### config.mk
export PLATFORM = sky130hd
export DESIGN_NAME = windower_frame_ctrl
export DESIGN_NICKNAME = d
export VERILOG_FILES = /design/src/rtl/windower_frame_ctrl.sv
export SDC_FILE = /design/constraint.sdc
export NUM_CORES = 1
export LEC_CHECK = 0
export CORE_MARGIN = 1
export CORE_UTILIZATION = 47
export DETAILED_ROUTE_END_ITERATION = 10
export GPL_ROUTABILITY_DRIVEN = 0
export PLACE_DENSITY = 0.77
export SYNTH_ARGS = -nofsm -noshare
export SYNTH_HDL_FRONTEND = slang
export SYNTH_SLANG_ARGS = --single-unit
### constraint.sdc
create_clock -name clk -period 1.8 [get_ports clk]
set_clock_uncertainty 0.1 [all_clocks]
set_input_delay 0.36 -clock clk [delete_from_list [all_inputs] [get_ports clk]]
set_output_delay 0.36 -clock clk [all_outputs]
set_load 0.02 [all_outputs]
### src/rtl/windower_frame_ctrl.sv
// windower_frame_ctrl: cuts a ready/valid sample stream into frames of
// 2**LOG2_IMG_SIZE samples for the windower. After each frame an idle gap
// lets the windower drain its padding tail. Its vld_out pulses are counted
// per frame and compared with OUT_PER_FRAME. A job runs num_frames frames.
module windower_frame_ctrl #(
  parameter int NO_CH         = 16,
  parameter int LOG2_IMG_SIZE = 6,
  parameter int THROUGHPUT    = 1,
  parameter int WINDOW        = 5,
  parameter int PADDING       = 1,
  parameter int FLUSH_CYC     = 8,
  parameter int OUT_PER_FRAME = 64
) (
  input  logic                        clk,
  input  logic                        rst,
  input  logic                        start,
  input  logic [7:0]                  num_frames,
  input  logic                        abort,
  input  logic                        src_vld,
  output logic                        src_rdy,
  input  logic [NO_CH*THROUGHPUT-1:0] src_data,
  output logic                        win_vld_in,
  output logic [NO_CH*THROUGHPUT-1:0] win_data_in,
  input  logic                        win_vld_out,
  output logic                        busy,
  output logic                        frame_done,
  output logic                        done,
  output logic                        err
);

  localparam int IMG_SIZE = 1 << LOG2_IMG_SIZE;
  localparam int BEATS    = IMG_SIZE / THROUGHPUT;
  localparam int BEAT_W   = (BEATS > 1) ? $clog2(BEATS) : 1;
  localparam int FLUSH_W  = $clog2(FLUSH_CYC + 1);
  localparam int CNT_W    = $clog2(OUT_PER_FRAME) + 2;

  // An illegal configuration (throughput not dividing the frame, no drain
  // gap, meaningless windower geometry) leaves the block permanently unready.
  localparam bit CFG_OK = (THROUGHPUT > 0) && ((IMG_SIZE % THROUGHPUT) == 0) &&
                          (FLUSH_CYC >= 1) && (WINDOW >= 1) && (PADDING >= 0);

  typedef enum logic [1:0] {
    ST_IDLE   = 2'd0,
    ST_STREAM = 2'd1,
    ST_FLUSH  = 2'd2,
    ST_DONE   = 2'd3
  } state_t;

  state_t               state_r;
  state_t               state_next;
  logic [7:0]           frames_left_r;
  logic [BEAT_W-1:0]    beat_cnt_r;
  logic [FLUSH_W-1:0]   flush_cnt_r;
  logic [CNT_W-1:0]     out_cnt_r;
  logic [CNT_W-1:0]     out_cnt_inc_s;
  logic                 accept_s;
  logic                 last_beat_s;
  logic                 flush_end_s;
  logic                 start_ok_s;

  // Saturating +1 so a runaway windower cannot wrap the count back to a
  // plausible value.
  function automatic logic [CNT_W-1:0] sat_inc(input logic [CNT_W-1:0] cnt,
                                                input logic             inc);
    if (inc && (cnt != {CNT_W{1'b1}})) begin
      sat_inc = cnt + CNT_W'(1);
    end else begin
      sat_inc = cnt;
    end
  endfunction

  // Upstream may only hand over beats while a frame is being streamed.
  assign src_rdy = (state_r == ST_STREAM) && CFG_OK;

  // Next-state and per-cycle control decisions.
  always_comb begin
    state_next    = state_r;
    accept_s      = 1'b0;
    last_beat_s   = 1'b0;
    flush_end_s   = 1'b0;
    start_ok_s    = 1'b0;
    out_cnt_inc_s = sat_inc(out_cnt_r, win_vld_out);
    case (state_r)
      ST_IDLE: begin
        if (start && !abort) begin
          start_ok_s = 1'b1;
          if (num_frames != 8'd0) begin
            state_next = ST_STREAM;
          end else begin
            state_next = ST_DONE;
          end
        end else begin
          state_next = ST_IDLE;
        end
      end
      ST_STREAM: begin
        last_beat_s = (beat_cnt_r == BEAT_W'(BEATS - 1));
        if (abort) begin
          state_next = ST_IDLE;
        end else if (src_vld && src_rdy) begin
          accept_s = 1'b1;
          if (last_beat_s) begin
            state_next = ST_FLUSH;
          end else begin
            state_next = ST_STREAM;
          end
        end else begin
          state_next = ST_STREAM;
        end
      end
      ST_FLUSH: begin
        if (abort) begin
          state_next = ST_IDLE;
        end else if (flush_cnt_r == FLUSH_W'(FLUSH_CYC - 1)) begin
          flush_end_s = 1'b1;
          if (frames_left_r == 8'd1) begin
            state_next = ST_DONE;
          end else begin
            state_next = ST_STREAM;
          end
        end else begin
          state_next = ST_FLUSH;
        end
      end
      ST_DONE: begin
        state_next = ST_IDLE;
      end
      default: begin
        state_next = ST_IDLE;
      end
    endcase
  end

  // State register and registered status / windower-side outputs.
  always_ff @(posedge clk) begin
    if (rst) begin
      state_r     <= ST_IDLE;
      busy        <= 1'b0;
      done        <= 1'b0;
      frame_done  <= 1'b0;
      win_vld_in  <= 1'b0;
      win_data_in <= '0;
    end else begin
      state_r    <= state_next;
      busy       <= (state_next != ST_IDLE);
      done       <= (state_next == ST_DONE);
      frame_done <= flush_end_s;
      win_vld_in <= accept_s;
      if (accept_s) begin
        win_data_in <= src_data;
      end else begin
        win_data_in <= win_data_in;
      end
    end
  end

  // Beat, flush, output and frame counters.
  always_ff @(posedge clk) begin
    if (rst) begin
      frames_left_r <= 8'd0;
      beat_cnt_r    <= '0;
      flush_cnt_r   <= '0;
      out_cnt_r     <= '0;
    end else if (start_ok_s) begin
      frames_left_r <= num_frames;
      beat_cnt_r    <= '0;
      flush_cnt_r   <= '0;
      out_cnt_r     <= '0;
    end else if ((state_next == ST_IDLE) || (state_r == ST_DONE)) begin
      frames_left_r <= 8'd0;
      beat_cnt_r    <= '0;
      flush_cnt_r   <= '0;
      out_cnt_r     <= '0;
    end else if (state_r == ST_STREAM) begin
      out_cnt_r <= out_cnt_inc_s;
      if (accept_s && last_beat_s) begin
        beat_cnt_r  <= '0;
        flush_cnt_r <= '0;
      end else if (accept_s) begin
        beat_cnt_r <= beat_cnt_r + BEAT_W'(1);
      end else begin
        beat_cnt_r <= beat_cnt_r;
      end
    end else if (state_r == ST_FLUSH) begin
      if (flush_end_s) begin
        frames_left_r <= frames_left_r - 8'd1;
        beat_cnt_r    <= '0;
        flush_cnt_r   <= '0;
        out_cnt_r     <= '0;
      end else begin
        flush_cnt_r <= flush_cnt_r + FLUSH_W'(1);
        out_cnt_r   <= out_cnt_inc_s;
      end
    end else begin
      frames_left_r <= frames_left_r;
    end
  end

  // Sticky error: cleared by an accepted start, set by a bad frame count
  // (the windower pulse of the frame's final flush cycle is included).
  always_ff @(posedge clk) begin
    if (rst) begin
      err <= 1'b0;
    end else if (start_ok_s) begin
      err <= 1'b0;
    end else if (flush_end_s && (out_cnt_inc_s != CNT_W'(OUT_PER_FRAME))) begin
      err <= 1'b1;
    end else begin
      err <= err;
    end
  end

endmodule
After elaboration in Yosys (flattened, before gate mapping)
Cells that the tools add are included.

Register bits: 49. Latch bits: 0. RAM bits: 0. ROM bits: 0. Input port bits: 30. Output and inout bits: 22. Logic and storage cells: 83. Memories kept: 0.

Add/subtract/negate cells: 4. $mul: 0. Divide/modulo/power cells: 0. Order comparisons: 0. Eq/ne operators: 12. Shift operators: 0. Multiplexer cells: 36. Bitwise gates (word level): 0. Reduce and logical (&&, ||, !) cells: 20.

Operator list (number): 8-bit two-way mux (9); 6-bit two-way mux (5); 2-bit two-way mux (8); 4-bit two-way mux (4); 1-bit two-way mux (9); 8-bit by 1-bit adder with 8-bit output, second input constant (1); 8-bit by 1-bit == test with 1-bit output, second input constant (1); 8-bit by 7-bit != test with 1-bit output, second input constant (1); 8-bit != test, second input constant (1); 2-bit one-hot mux with 4 select lines (1); 8-bit nonzero test (1); 8-bit by 1-bit subtractor with 8-bit output, second input constant (1); 6-bit by 1-bit adder with 6-bit output, second input constant (1); 2-bit == test, second input constant (3); 6-bit == test, second input constant (1); 3-bit by 1-bit != test with 1-bit output, second input constant (2); 3-bit AND reduction (2); 2-bit nonzero test (3); 3-bit nonzero test (2); 1-bit logical AND (5); 4-bit by 1-bit adder with 4-bit output, second input constant (1); 4-bit by 3-bit == test with 1-bit output, second input constant (1); 2-bit logical NOT (2); 3-bit OR reduction (1); other kinds (6) (6).

Logic depth before layout (Yosys ltp)
Word-level depth: 9. Depth in mapped cells: 8. Depth with buffers taken out: 7.

Worst setup path before layout
No wires, ideal clock.

Path kind: reg-to-reg. Start: reg state_r[1]. End: reg frames_left_r[0]. Setup time: 86 ps. Data arrival time: 1750 ps. Data required time: 1614 ps. Slack: -135 ps. Cell stages (with the launch flop): 8. Buffers on the path: 1. Period minus slack after synthesis: 1935 ps. Cell sequence: dfxtp_1 > inv_1 > ha_1 > nor3_1 > nor4_4 > buf_4 > a22oi_1 > a211oi_1.

Cells in the longest elaborated chain, start to end: 9. Elaborated cells on any way between the ends: 18. Those cells by class: eq/ne (4); mux (7); reduce/logical (7).

RTL lines: from (decl) (line 49) `state_t state_r;`; from (signal assigned) (line 144) `state_r <= state_next;`; 2-bit by 1-bit == test with 1-bit output * (line 73) `assign src_rdy = (state_r == ST_STREAM) && CFG_OK;`; via src_rdy (line 20) `output logic src_rdy,`; 1-bit logical AND (line 100) `end else if (src_vld && src_rdy) begin`; 2-bit two-way mux (line 100); 2-bit two-way mux (line 98) `if (abort) begin`; 2-bit one-hot mux with 4 select lines (line 83) `case (state_r)`; 2-bit logical NOT (line 169) `end else if ((state_next == ST_IDLE) || (state_r == ST_DONE)) begin`; 1-bit logical OR (line 169); 3-bit by 1-bit != test with 1-bit output (no source line) (tied with other cells); 3-bit AND reduction (no source line) or 8-bit two-way mux (tied branches); to (signal assigned) (line 165) `frames_left_r <= num_frames;`; to (signal assigned) (line 186) `frames_left_r <= frames_left_r - 8'd1;`; to (signal assigned) (line 195) `frames_left_r <= frames_left_r;`; to (decl) (line 51) `logic [7:0] frames_left_r;`.

The timed path passes the listed nets; every way through them passes the cells marked *. A chain may end at the register's enable or synchronous reset.

Worst setup path after layout
Start: reg state_r[0]. End: reg frames_left_r[4].

Cells in the longest elaborated chain, start to end: 9. Elaborated cells on any way between the ends: 18. Those cells by class: eq/ne (4); mux (7); reduce/logical (7).

RTL lines (line): 2-bit by 1-bit == test with 1-bit output (73, 83, 174); 1-bit logical AND (100); 2-bit two-way mux (100); 2-bit two-way mux (98); 2-bit one-hot mux with 4 select lines (83); 2-bit logical NOT (169); 1-bit logical OR (169); 3-bit by 1-bit != test with 1-bit output (no source line) (tied with other cells); 3-bit AND reduction (no source line) or 8-bit two-way mux (tied branches).

Parallel ways exist; a longest one is shown, timed or not.

==> summary.md <==
| Metric | Value |
|---|---|
| Most frequent cells in the layout | `buf_4 (55), nand2_1 (48), clkdlybuf4s50_1 (48)` |
| Max Fclk | `about 520 MHz` |
| Vias | `2986` |
| H-tree depth | `2` |
| Largest net degree at the start of global routing | `19` |
| Power Internal | `0.00160 W` |
| Failing checks | `negative setup slack` |
| Max clock buf depth | `2` |
| Latest clock arrival within the worst-skew pair | `0.32 ns` |
| Worst setup EP type | `flop` |
| Final Setup Violations | `12` |
| Slew margin rel. | `~70%` |
| Antenna violations before repair | `0` |
| Buffers on Ports | `just over 50` |
| Crit Path Category | `flop to flop` |
| Standard-cell rows | `26` |
| Final WS setup | `-0.110 ns` |
| Crit start category | `flop` |
| Area Overhead vs Synth | `55.9%` |
| DRC violations left | `0` |
| Top FF cell, synth | `dfxtp_1` |
| TritonCTS buffer count | `5` |
| Antenna fix cells | `0` |
| Initial Util | `roughly 50%` |
| Leakage | `1.50 nW` |
| Sequential power share | `49.8%` |
| First-pass GRT wire length | `~13 mm` |
| CTS tree | `yes` |
| GR Overflow Total | `0` |
| RSZ-0062 raised after global routing | `yes` |
| Final min period | `1.91 ns` |
| Post-Synthesis Cells | `326` |
| Register Area | `between 900 and 1000 um2` |
| DR pass1 iterations | `5` |
| Final period utilization | `106%` |
| Cell area after synthesis | `2650 um2` |
| Vias per inst | `5.92` |
| Nets | `~470` |
| Synthesis-stage register bit count | `49` |
| Switching power | `0.000653 W` |
| Synth Area per Inst | `8.13 um2` |
| WL per Instance | `17.1 um` |
| Share of cells above drive strength 1 | `33.9%` |
| Ys async rst share | `0%` |
| Power per cell area | `546 nW/um2` |
| Die width | `77.1 um` |
| Post-route ant nets | `0` |
| Clock Root Buffer | `clkbuf_8` |
| Sink Count | `49` |
| Post-DP HPWL | `5.31 mm` |
| Hold Buf Count CTS | `0` |
| Pins Over Slew Limit | `0` |
| Maxcap violations | `0` |
| Clk pwr share | `31.2%` |
| Worst hold path type | `flop to flop` |
| Total GRT Usage | `26.3%` |
| Switch share | `28.9%` |
| Die area | `5940 um2` |
| Placed cell count | `about 480` |
| Power Total | `0.00226 W` |
| Multi-input logic area | `1840 um2` |
| I/O pins | `52` |
| Commonest non-fill, non-tap cell in the layout | `buf_4` |
| Worst Path Required | `1.96 ns` |
| Routed Wire Length | `8.63 mm` |
| Synth Net Count | `around 370` |
| CP max FO | `5` |
| Post-synth EDFFs | `0` |
| Non-Filler Instances | `504` |
| Die height | `about 77 um` |
| Post-synth cell types | `58` |
| Logic pwr share | `between 10% and 20%` |
| Filler cells | `330` |
| Core Area | `between 5000 and 6000 um2` |
| Max IR drop VDD | `0.383 mV` |
| Sequential-to-total area share from yosys stat | `approximately 37%` |
| Status | `finished, violations left` |
| Clock-pin slew on the worst setup and hold paths | `0.11 ns` |
| Vias in the first global route | `2767` |
| Arrival time worst endpoint | `2.07 ns` |
| Tightest Pin Transition | `0.438 ns` |
| Iter 0 DRT Violations | `241` |
| Syn. warnings | `0` |
| Count of final hold-check violations | `0` |
Yosys cell counts, drive strengths merged (3+ instances only):
cell	count	area share, %
a211oi	8	2.3
a21oi	37	7.0
a22oi	3	0.85
a31oi	8	1.9
and2	5	1.3
and3	5	1.2
buf	12	2.6
clkbuf	8	1.1
dfxtp	49	37
ha	11	5.2
inv	8	1.1
mux2i	3	1.1
nand2	51	7.3
nand3	8	1.7
nand3b	5	1.4
nand4	4	0.94
nor2	23	3.4
nor2b	8	1.9
nor3	6	1.1
nor4	7	2.5
nor4b	3	0.99
o2111ai	3	0.99
o211ai	3	0.85
o21a	3	0.85
o21ai	12	2.5
flip-flops by register name (all words and copies together), names as in the netlist:
register and flops:
beat_cnt_r 6, busy 1, done 1, err 1, flush_cnt_r 4, frame_done 1, frames_left_r 8, out_cnt_r 8
state_r 2, win_data_in 16, win_vld_in 1
through the flow:
step	hold slack (ns)	TNS (ns)	area (um2)	util, %	setup WS (ns)
final	0.356	-0.461	4130	78.4	-0.110
after global routing	0.379	-1.69	4130	78.4	-0.173
after CTS	0.361	-0.0138	3860	73.2	-0.0138
after detailed placement	0.347	-7.26	3600	68.3	-0.360
after global placement	0.342	-6.21	3600	68.3	-0.266
after floorplan	0.348	0	2690	-	0.00224
final timing paths:
| check | slack [ns] | to | cells past startpoint | startpoint |
|---|---|---|---|---|
| worst max register to register | -0.11 | frames_left_r[4] | 8 | state_r[0] |
| worst max-delay path | -0.11 | frames_left_r[4] | 8 | state_r[0] |
| worst min-delay path | 0.36 | win_data_in[7] | 2 | win_data_in[7] |
| worst min register to register | 0.36 | win_data_in[7] | 2 | win_data_in[7] |
timing repair:
item / 4_1_cts / 5_1_grt
pin swaps: 5 / 20
gates resized for setup: 28 / 62
cloned: 2 / 1
setup endpoints to repair: 20 / 45
buffers inserted: 8 / 6
power groups by stage:
stage	Clock (W)	Sequential, W	Combinational (W)
floorplan	0	0.00115	0.000166
detailed placement	0	0.00115	0.000346
CTS	0.000699	0.00112	0.000374
global placement	0	0.00115	0.000339
global route	0.000759	0.00113	0.000453
finish	0.000704	0.00112	0.000428
metal layers:
| metal | vias to the layer above | GRT usage, % | part of all wire [%] |
|---|---|---|---|
| met1 | 1418 | 32.4 | 42 |
| met2 | 141 | 45.9 | 49 |
| met4 | 0 | 8.68 | 2.6 |
| met3 | 26 | 4.88 | 6.6 |
| met5 | - | 0 | 0 |
| li1 | 1401 | - | - |
worst max-delay path, cell delays in order (launching register included):
cell,delay (ns)
dfxtp_4,0.39
inv_4,0.10
buf_4,0.12
ha_2,0.17
and3b_2,0.28
a21oi_2,0.10
o21ai_2,0.31
nand2_1,0.14
a21oi_2,0.16
final cells by class:
| cell class | count | share of cell area (%) |
|---|---|---|
| Clock inverter | 3 | 0.636 |
| Tap cell | 70 | 2.12 |
| Inverter | 8 | 0.848 |
| Multi-Input combinational cell | 250 | 44.7 |
| Timing Repair Buffer | 119 | 25.9 |
| Sequential cell | 49 | 24.2 |
| Clock buffer | 5 | 1.67 |
cell families after synthesis:
kind of cell             after synthesis  share of synthesized area [%]
XOR/XNOR                               2                          0.661
AO/OA/AOI/OAI                         92                           22.1
flip-flops                            49                           37.0
AND/OR/NAND/NOR                      140                           28.6
multiplexers                           4                           1.56
buffers and inverters                 28                           4.86
adder cells (fa/ha/maj)               11                           5.19
Note: power is estimated with default switching activity, not from simulation.
